**src/rtl/num_formatter_pkg.sv**
```systemverilog
// Shared constants and FSM state type for the num_formatter binary-to-BCD display driver.
package num_formatter_pkg;

    localparam int unsigned DefBinW      = 37;
    localparam int unsigned DefNumDigits = 11;

    localparam int unsigned         GlyphW   = 4;
    localparam logic [GlyphW-1:0]   GlyphDot = 4'd10;

    typedef enum logic [1:0] {
        StIdle,
        StShift,
        StFmt,
        StCommit
    } state_e;

endpackage

```
**src/rtl/num_formatter_if.sv**
```systemverilog
// Value-in / glyphs-out bus of num_formatter. NUM_FMT_DP_EN adds the dp_pos decimal-point input.
interface num_formatter_if
    import num_formatter_pkg::*;
#(
    parameter int unsigned BIN_W      = DefBinW,
    parameter int unsigned NUM_DIGITS = DefNumDigits
);

    logic                         in_valid;
    logic                         in_ready;
    logic [BIN_W-1:0]             in_bin;
    logic [GlyphW*NUM_DIGITS-1:0] num_data;
    logic                         busy;
    logic                         done;
    logic                         ovf;
`ifdef NUM_FMT_DP_EN
    logic [3:0]                   dp_pos;

    modport master (
        output in_valid, in_bin, dp_pos,
        input  in_ready, num_data, busy, done, ovf
    );

    modport slave (
        input  in_valid, in_bin, dp_pos,
        output in_ready, num_data, busy, done, ovf
    );
`else
    modport master (
        output in_valid, in_bin,
        input  in_ready, num_data, busy, done, ovf
    );

    modport slave (
        input  in_valid, in_bin,
        output in_ready, num_data, busy, done, ovf
    );
`endif

endinterface

```
**src/rtl/num_formatter_bcd_adj3.sv**
```systemverilog
// Double-dabble correction cell: a BCD digit of 5 or more gets 3 added before the shift.
module num_formatter_bcd_adj3 (
    input  logic [3:0] din,
    output logic [3:0] dout
);

    assign dout = (din >= 4'd5) ? din + 4'd3 : din;

endmodule

```
**src/rtl/num_formatter.sv**
```systemverilog
// Sequential binary-to-BCD converter (double-dabble, one bit per clock) driving the glyph bus.
// Optional macro NUM_FMT_DP_EN adds a decimal point at position dp_pos.
module num_formatter
    import num_formatter_pkg::*;
#(
    parameter int unsigned BIN_W      = DefBinW,
    parameter int unsigned NUM_DIGITS = DefNumDigits
) (
    input logic            clk,
    input logic            rst_n,
    num_formatter_if.slave bus
);

    localparam int unsigned CntW = $clog2(BIN_W + 1);
    localparam int unsigned BcdW = GlyphW * NUM_DIGITS;

    state_e           state_q;
    logic [BIN_W-1:0] shreg_q;
    logic [BcdW-1:0]  bcd_q;
    logic [BcdW-1:0]  bcd_adj;
    logic [BcdW-1:0]  slot_vec;
    logic [BcdW-1:0]  glyph_d;
    logic [BcdW-1:0]  fmt_q;
    logic [BcdW-1:0]  num_data_q;
    logic [CntW-1:0]  cnt_q;
    logic             ovf_acc_q;
    logic             fmt_ovf_d;
    logic             fmt_ovf_q;
    logic             ovf_q;
    logic             done_q;
    logic             in_ready_q;
`ifdef NUM_FMT_DP_EN
    logic [3:0]       dp_q;
`endif

    // slot_vec is the BCD register in screen order: slot 0 = most significant digit.
    for (genvar g = 0; g < NUM_DIGITS; g++) begin : g_digit
        num_formatter_bcd_adj3 u_adj3 (
            .din  (bcd_q[g*GlyphW +: GlyphW]),
            .dout (bcd_adj[g*GlyphW +: GlyphW])
        );
        assign slot_vec[(NUM_DIGITS-1-g)*GlyphW +: GlyphW] = bcd_q[g*GlyphW +: GlyphW];
    end

    always_comb begin
        int dp_k;
        logic [BcdW-1:0] upper;
        dp_k      = 0;
        upper     = slot_vec >> GlyphW;
        glyph_d   = '0;
`ifdef NUM_FMT_DP_EN
        if (dp_q != 4'd0 && int'(dp_q) <= int'(NUM_DIGITS) - 2) dp_k = int'(dp_q);
`endif
        // With a dot the top slot is taken, so a nonzero top digit no longer fits.
        fmt_ovf_d = ovf_acc_q || (dp_k != 0 && bcd_q[BcdW-1 -: GlyphW] != '0);
        for (int s = 0; s < int'(NUM_DIGITS); s++) begin
            if (dp_k == 0 || s > int'(NUM_DIGITS) - 1 - dp_k) begin
                glyph_d[s*GlyphW +: GlyphW] = slot_vec[s*GlyphW +: GlyphW];
            end else if (s == int'(NUM_DIGITS) - 1 - dp_k) begin
                glyph_d[s*GlyphW +: GlyphW] = GlyphDot;
            end else begin
                glyph_d[s*GlyphW +: GlyphW] = upper[s*GlyphW +: GlyphW];
            end
        end
        if (fmt_ovf_d) glyph_d = {NUM_DIGITS{GlyphDot}};
    end

    always_ff @(posedge clk or negedge rst_n) begin
        if (!rst_n) begin
            state_q    <= StIdle;
            shreg_q    <= '0;
            bcd_q      <= '0;
            cnt_q      <= '0;
            ovf_acc_q  <= 1'b0;
            fmt_q      <= '0;
            fmt_ovf_q  <= 1'b0;
            num_data_q <= '0;
            ovf_q      <= 1'b0;
            done_q     <= 1'b0;
            in_ready_q <= 1'b1;
`ifdef NUM_FMT_DP_EN
            dp_q       <= '0;
`endif
        end else begin
            done_q <= 1'b0;
            unique case (state_q)
                StIdle: begin
                    if (bus.in_valid && in_ready_q) begin
                        shreg_q    <= bus.in_bin;
                        bcd_q      <= '0;
                        ovf_acc_q  <= 1'b0;
                        cnt_q      <= CntW'(BIN_W);
                        in_ready_q <= 1'b0;
`ifdef NUM_FMT_DP_EN
                        dp_q       <= bus.dp_pos;
`endif
                        state_q    <= StShift;
                    end
                end
                StShift: begin
                    bcd_q   <= {bcd_adj[BcdW-2:0], shreg_q[BIN_W-1]};
                    shreg_q <= shreg_q << 1;
                    if (bcd_adj[BcdW-1]) ovf_acc_q <= 1'b1;
                    cnt_q   <= cnt_q - CntW'(1);
                    if (cnt_q == CntW'(1)) state_q <= StFmt;
                end
                StFmt: begin
                    fmt_q     <= glyph_d;
                    fmt_ovf_q <= fmt_ovf_d;
                    state_q   <= StCommit;
                end
                StCommit: begin
                    num_data_q <= fmt_q;
                    ovf_q      <= fmt_ovf_q;
                    done_q     <= 1'b1;
                    in_ready_q <= 1'b1;
                    state_q    <= StIdle;
                end
                default: state_q <= StIdle;
            endcase
        end
    end

    assign bus.in_ready = in_ready_q;
    assign bus.busy     = ~in_ready_q;
    assign bus.done     = done_q;
    assign bus.ovf      = ovf_q;
    assign bus.num_data = num_data_q;

endmodule

```
**src/flat_wrapper.sv**
```systemverilog
// flat-port wrapper written by rule: the top's interface ports become plain ports
module num_formatter_flat import num_formatter_pkg::*;
#(
    parameter int unsigned BIN_W      = DefBinW,
    parameter int unsigned NUM_DIGITS = DefNumDigits
)
  (clk, rst_n, bus_in_valid, bus_in_bin, bus_in_ready, bus_num_data, bus_busy, bus_done, bus_ovf);
  num_formatter_if #(.BIN_W(BIN_W), .NUM_DIGITS(NUM_DIGITS)) bus_i ();
  input logic clk;
  input logic rst_n;
  input wire logic [$bits(bus_i.in_valid)-1:0] bus_in_valid;
  input wire logic [$bits(bus_i.in_bin)-1:0] bus_in_bin;
  output wire logic [$bits(bus_i.in_ready)-1:0] bus_in_ready;
  output wire logic [$bits(bus_i.num_data)-1:0] bus_num_data;
  output wire logic [$bits(bus_i.busy)-1:0] bus_busy;
  output wire logic [$bits(bus_i.done)-1:0] bus_done;
  output wire logic [$bits(bus_i.ovf)-1:0] bus_ovf;
  assign bus_i.in_valid = bus_in_valid;
  assign bus_i.in_bin = bus_in_bin;
  assign bus_in_ready = bus_i.in_ready;
  assign bus_num_data = bus_i.num_data;
  assign bus_busy = bus_i.busy;
  assign bus_done = bus_i.done;
  assign bus_ovf = bus_i.ovf;
  num_formatter #(.BIN_W(BIN_W), .NUM_DIGITS(NUM_DIGITS)) u_core (.clk(clk), .rst_n(rst_n), .bus(bus_i));
endmodule
```
**config.mk**
```make
export PLATFORM = sky130hd
export DESIGN_NAME = num_formatter_flat
export DESIGN_NICKNAME = d
export VERILOG_FILES = /design/src/rtl/num_formatter_pkg.sv /design/src/rtl/num_formatter_if.sv /design/src/rtl/num_formatter_bcd_adj3.sv /design/src/rtl/num_formatter.sv /design/src/flat_wrapper.sv
export SDC_FILE = /design/constraint.sdc
export NUM_CORES = 1
export LEC_CHECK = 0
export CORE_AREA = 8 8 130 132
export CTS_CLUSTER_DIAMETER = 30
export DETAILED_ROUTE_END_ITERATION = 12
export DIE_AREA = 0 0 138 140
export GPL_TIMING_DRIVEN = 0
export HOLD_SLACK_MARGIN = 0.06
export PLACE_DENSITY = 0.83
export SYNTH_ARGS = -nofsm -noshare
export SYNTH_HDL_FRONTEND = slang
export SYNTH_SLANG_ARGS = --single-unit
```
**constraint.sdc**
```tcl
create_clock -name clk -period 1.95 [get_ports clk]
set_input_delay 0.39 -clock clk [delete_from_list [all_inputs] [get_ports clk]]
set_output_delay 0.39 -clock clk [all_outputs]
set_load 0.005 [all_outputs]
```
==> flow_summary.toml <==
[placement]
port_buffers = 87
post_dp_cell_area_mm2 = 0.00942
dp_slack_ps = -232
dp_hpwl_um = 12200
place.gp.congestion = 0.840

[worst_setup_path]
cp.required_ps = 1560
path_class = "flop to output port"
start_kind = "flop"
path_buf_inv = 1
reg2regPathDepth = 7
critPathMaxFanout = 3
path_cells = "clkdlybuf4s50_1"
cp_slowest_cell = "dfstp_2"
path_depth = 1
cp.arrival_ps = 1500
crit_path_end_kind = "output port"
crit_family = "flip-flops"
slowest_delay_ps = 560

[min_path]
worstHoldPathType = "flop to flop"
hold_depth = 2

[grt]
grt_pass1_vias = 6114
grt_overflow = 0
antenna_found_initial = 0
grt_pass1_wl_um = 30700
grt_max_degree = 107
gr-usage-all-layers = 0.193

[cells_and_area]
n_fill_cell = 1113
nets = 917
syn_to_final_growth_pct = 21.4
seqCellArea_mm2 = 0.00456
stdcell_area_mm2 = 0.0101
multiInputGateArea_mm2 = 0.00336
num_antenna_cells = 0
drive_above_1_share = 0.145

[power]
power_mw = 17.5
power_leakage_nw = 4.37
powerDensity_mw_per_mm2 = 1740
vdd_drop_max_mv = 0.898

[cts]
cts_tree = "yes"
path_clk_slew_ps = 60
clkSinkCount = 182
clk_path_buf_depth = 2
ctsHtreeMaxLevel = 4
clkLatencyLatePin_ps = 430
root_buffer = "clkbuf_16"
cts_buffers = 17

[routing]
finalWirelength_um = 18100
drc = 0
ant_nets = 0
drt-wirelength-per-cell_um = 17.3
drt_iter0_markers = 450
vias = 5940
vias_per_cell = 5.67
drt_pre_antenna_iters = 5

[sta]
fin_crit_sh = 0.967
finalSetupViolations = 0
worstMarginPinSlew_ps = 786
period_minus_slack_ps = 1890
maxSlewHeadroom = 0.476
report.final.hold_viol_count = 0
slew_viol_final = 0
clock-skew-final_ps = 6.68
rsz0062_at_grt = "no"
timing.fmax_ghz = 0.530
fin_ws_ps = 63.6

[yosys]
synth_top_cell_by_area = "dfrtp_1"
synth_edf_count = 0
synth_top_area_frac = 0.547
synth-seq-cells = 182
synth_cell_types = 40
synth_area_leaders = "dfrtp_1 (55%), mux2_2 (7.9%), o21ai_0 (4.9%)"
synth_nets = 809
ys_seq_area_frac = 0.550
syn_area_mm2 = 0.00828
netlist_instances = 740
yosysWarningCount = 0
async_reset_ff_frac = 1.00
synth_flop_cell = "dfrtp_1"
syn_avg_cell_area_um2 = 11.2

[die]
ios = 88
die-area_mm2 = 0.0193
core_mm2 = 0.0149
rows = 45
start_util = 0.557
die_y_um = 140
die_width_um = 138

[flow_run]
drv_cap = 0

[status]
outcome = "complete, no violations"
==> cell usage after synthesis (3+ instances only) <==
| library cell | instances |
|---|---|
| clkbuf_1 | 18 |
| mux2i_1 | 37 |
| o22ai_1 | 12 |
| dfrtp_1 | 181 |
| xnor2_1 | 11 |
| o32ai_1 | 10 |
| mux2_2 | 58 |
| nor2_1 | 50 |
| buf_6 | 3 |
| ha_1 | 29 |
| nand2b_1 | 12 |
| buf_2 | 16 |
| buf_4 | 5 |
| o31ai_1 | 10 |
| o21ai_0 | 81 |
| xor2_1 | 15 |
| inv_1 | 50 |
| a32o_1 | 10 |
| o21ai_1 | 3 |
| nand3b_1 | 23 |
| a21oi_1 | 36 |
| nor3_1 | 3 |
| nand2_1 | 50 |
==> per-layer routing <==
metal / up-vias / share of wire / track usage
li1: 2770 / - / -
met5: - / 0 / 0
met2: 202 / 0.47 / 0.307
met4: 0 / 0.016 / 0.0709
met3: 28 / 0.064 / 0.0558
met1: 2940 / 0.45 / 0.245
==> worst paths after layout <==
path | end | startpoint | slack, ps
max in group asynchronous | u_core.bus.in_ready | rst_n | 500
worst min-delay path | u_core.shreg_q[19] | u_core.shreg_q[19] | 480
worst max-delay path | bus_in_ready | u_core.bus.in_ready | 60
worst min register to register | u_core.shreg_q[19] | u_core.shreg_q[19] | 480
min in group asynchronous | u_core.bus.num_data[9] | rst_n | 580
worst max register to register | u_core.cnt_q[1] | u_core.state_q[1] | 70
==> logic make-up (layout without fill, tap and decap cells) <==
kind of cell,after synthesis,in the layout,share of synthesized area
muxes,95,95,0.124
adders and majority gates,29,29,0.0438
AOI/OAI and AO/OA,168,168,0.120
DFF,182,182,0.550
buffers and inverters,93,213,0.0495
and+or+nand+nor,147,147,0.0860
xor gates and xnor gates,26,26,0.0275
==> cell type report <==
cell class	instances	share of cell area
tap	188	0.0234
timing repair buffer	90	0.0916
sequential	182	0.453
inverter	50	0.0187
clock buffer	22	0.0472
buffer	42	0.0240
multi-input combinational	465	0.334
clock inverter	9	0.00772
==> where the power goes <==
group	switching, mW	internal [mW]	total [mW]
Sequential	1.10	5.46	6.57
Combinational	3.97	3.73	7.70
Clock	1.39	1.84	3.23
Total	6.46	11.0	17.5
==> state kept, by name, summed over array words and instances, names as in the netlist, 2 cells and up <==
register             count
u_core.fmt_q            44
u_core.bus.num_data     44
u_core.bcd_q            44
u_core.shreg_q          37
u_core.state_q           2
u_core.cnt_q             6
==> through the flow <==
step	util	cells	hold slack (ps)	setup TNS, ps
global route	0.676	1048	503	0
global placement	0.632	1015	463	-1264630
finish	0.676	1048	485	0
CTS	0.674	1048	489	0
detailed placement	0.634	1016	475	-12750
floorplan	-	740	94.4	0
==> timing repair <==
| item | in CTS | in global routing |
|---|---|---|
| hold endpoints to repair | 92 | 0 |
| setup buffers | 1 | 0 |
| resized for setup | 9 | 7 |
| hold buffers | 1 | 0 |
| pin swaps | 0 | 0 |
| cloned | 0 | 0 |
| setup endpoints to repair | 70 | 42 |
==> tightest hold or removal path: stages (launching register included) <==
cell     delay (ps)
dfrtp_1         340
nand2_1          40
o21ai_0          60
==> cells in the final DEF (no fill, tap or decap), types with 17 or more instances in the layout <==
master	Yosys	routed
o21ai_0	81	81
mux2_2	58	58
nor2_1	50	50
clkdlybuf4s50_1	0	86
clkbuf_1	18	18
nand3b_1	23	23
ha_1	29	27
dfrtp_1	181	181
clkbuf_16	0	17
a21oi_1	36	36
inv_1	50	50
mux2i_1	37	37
nand2_1	50	50
(Power assumes the default switching activity.)
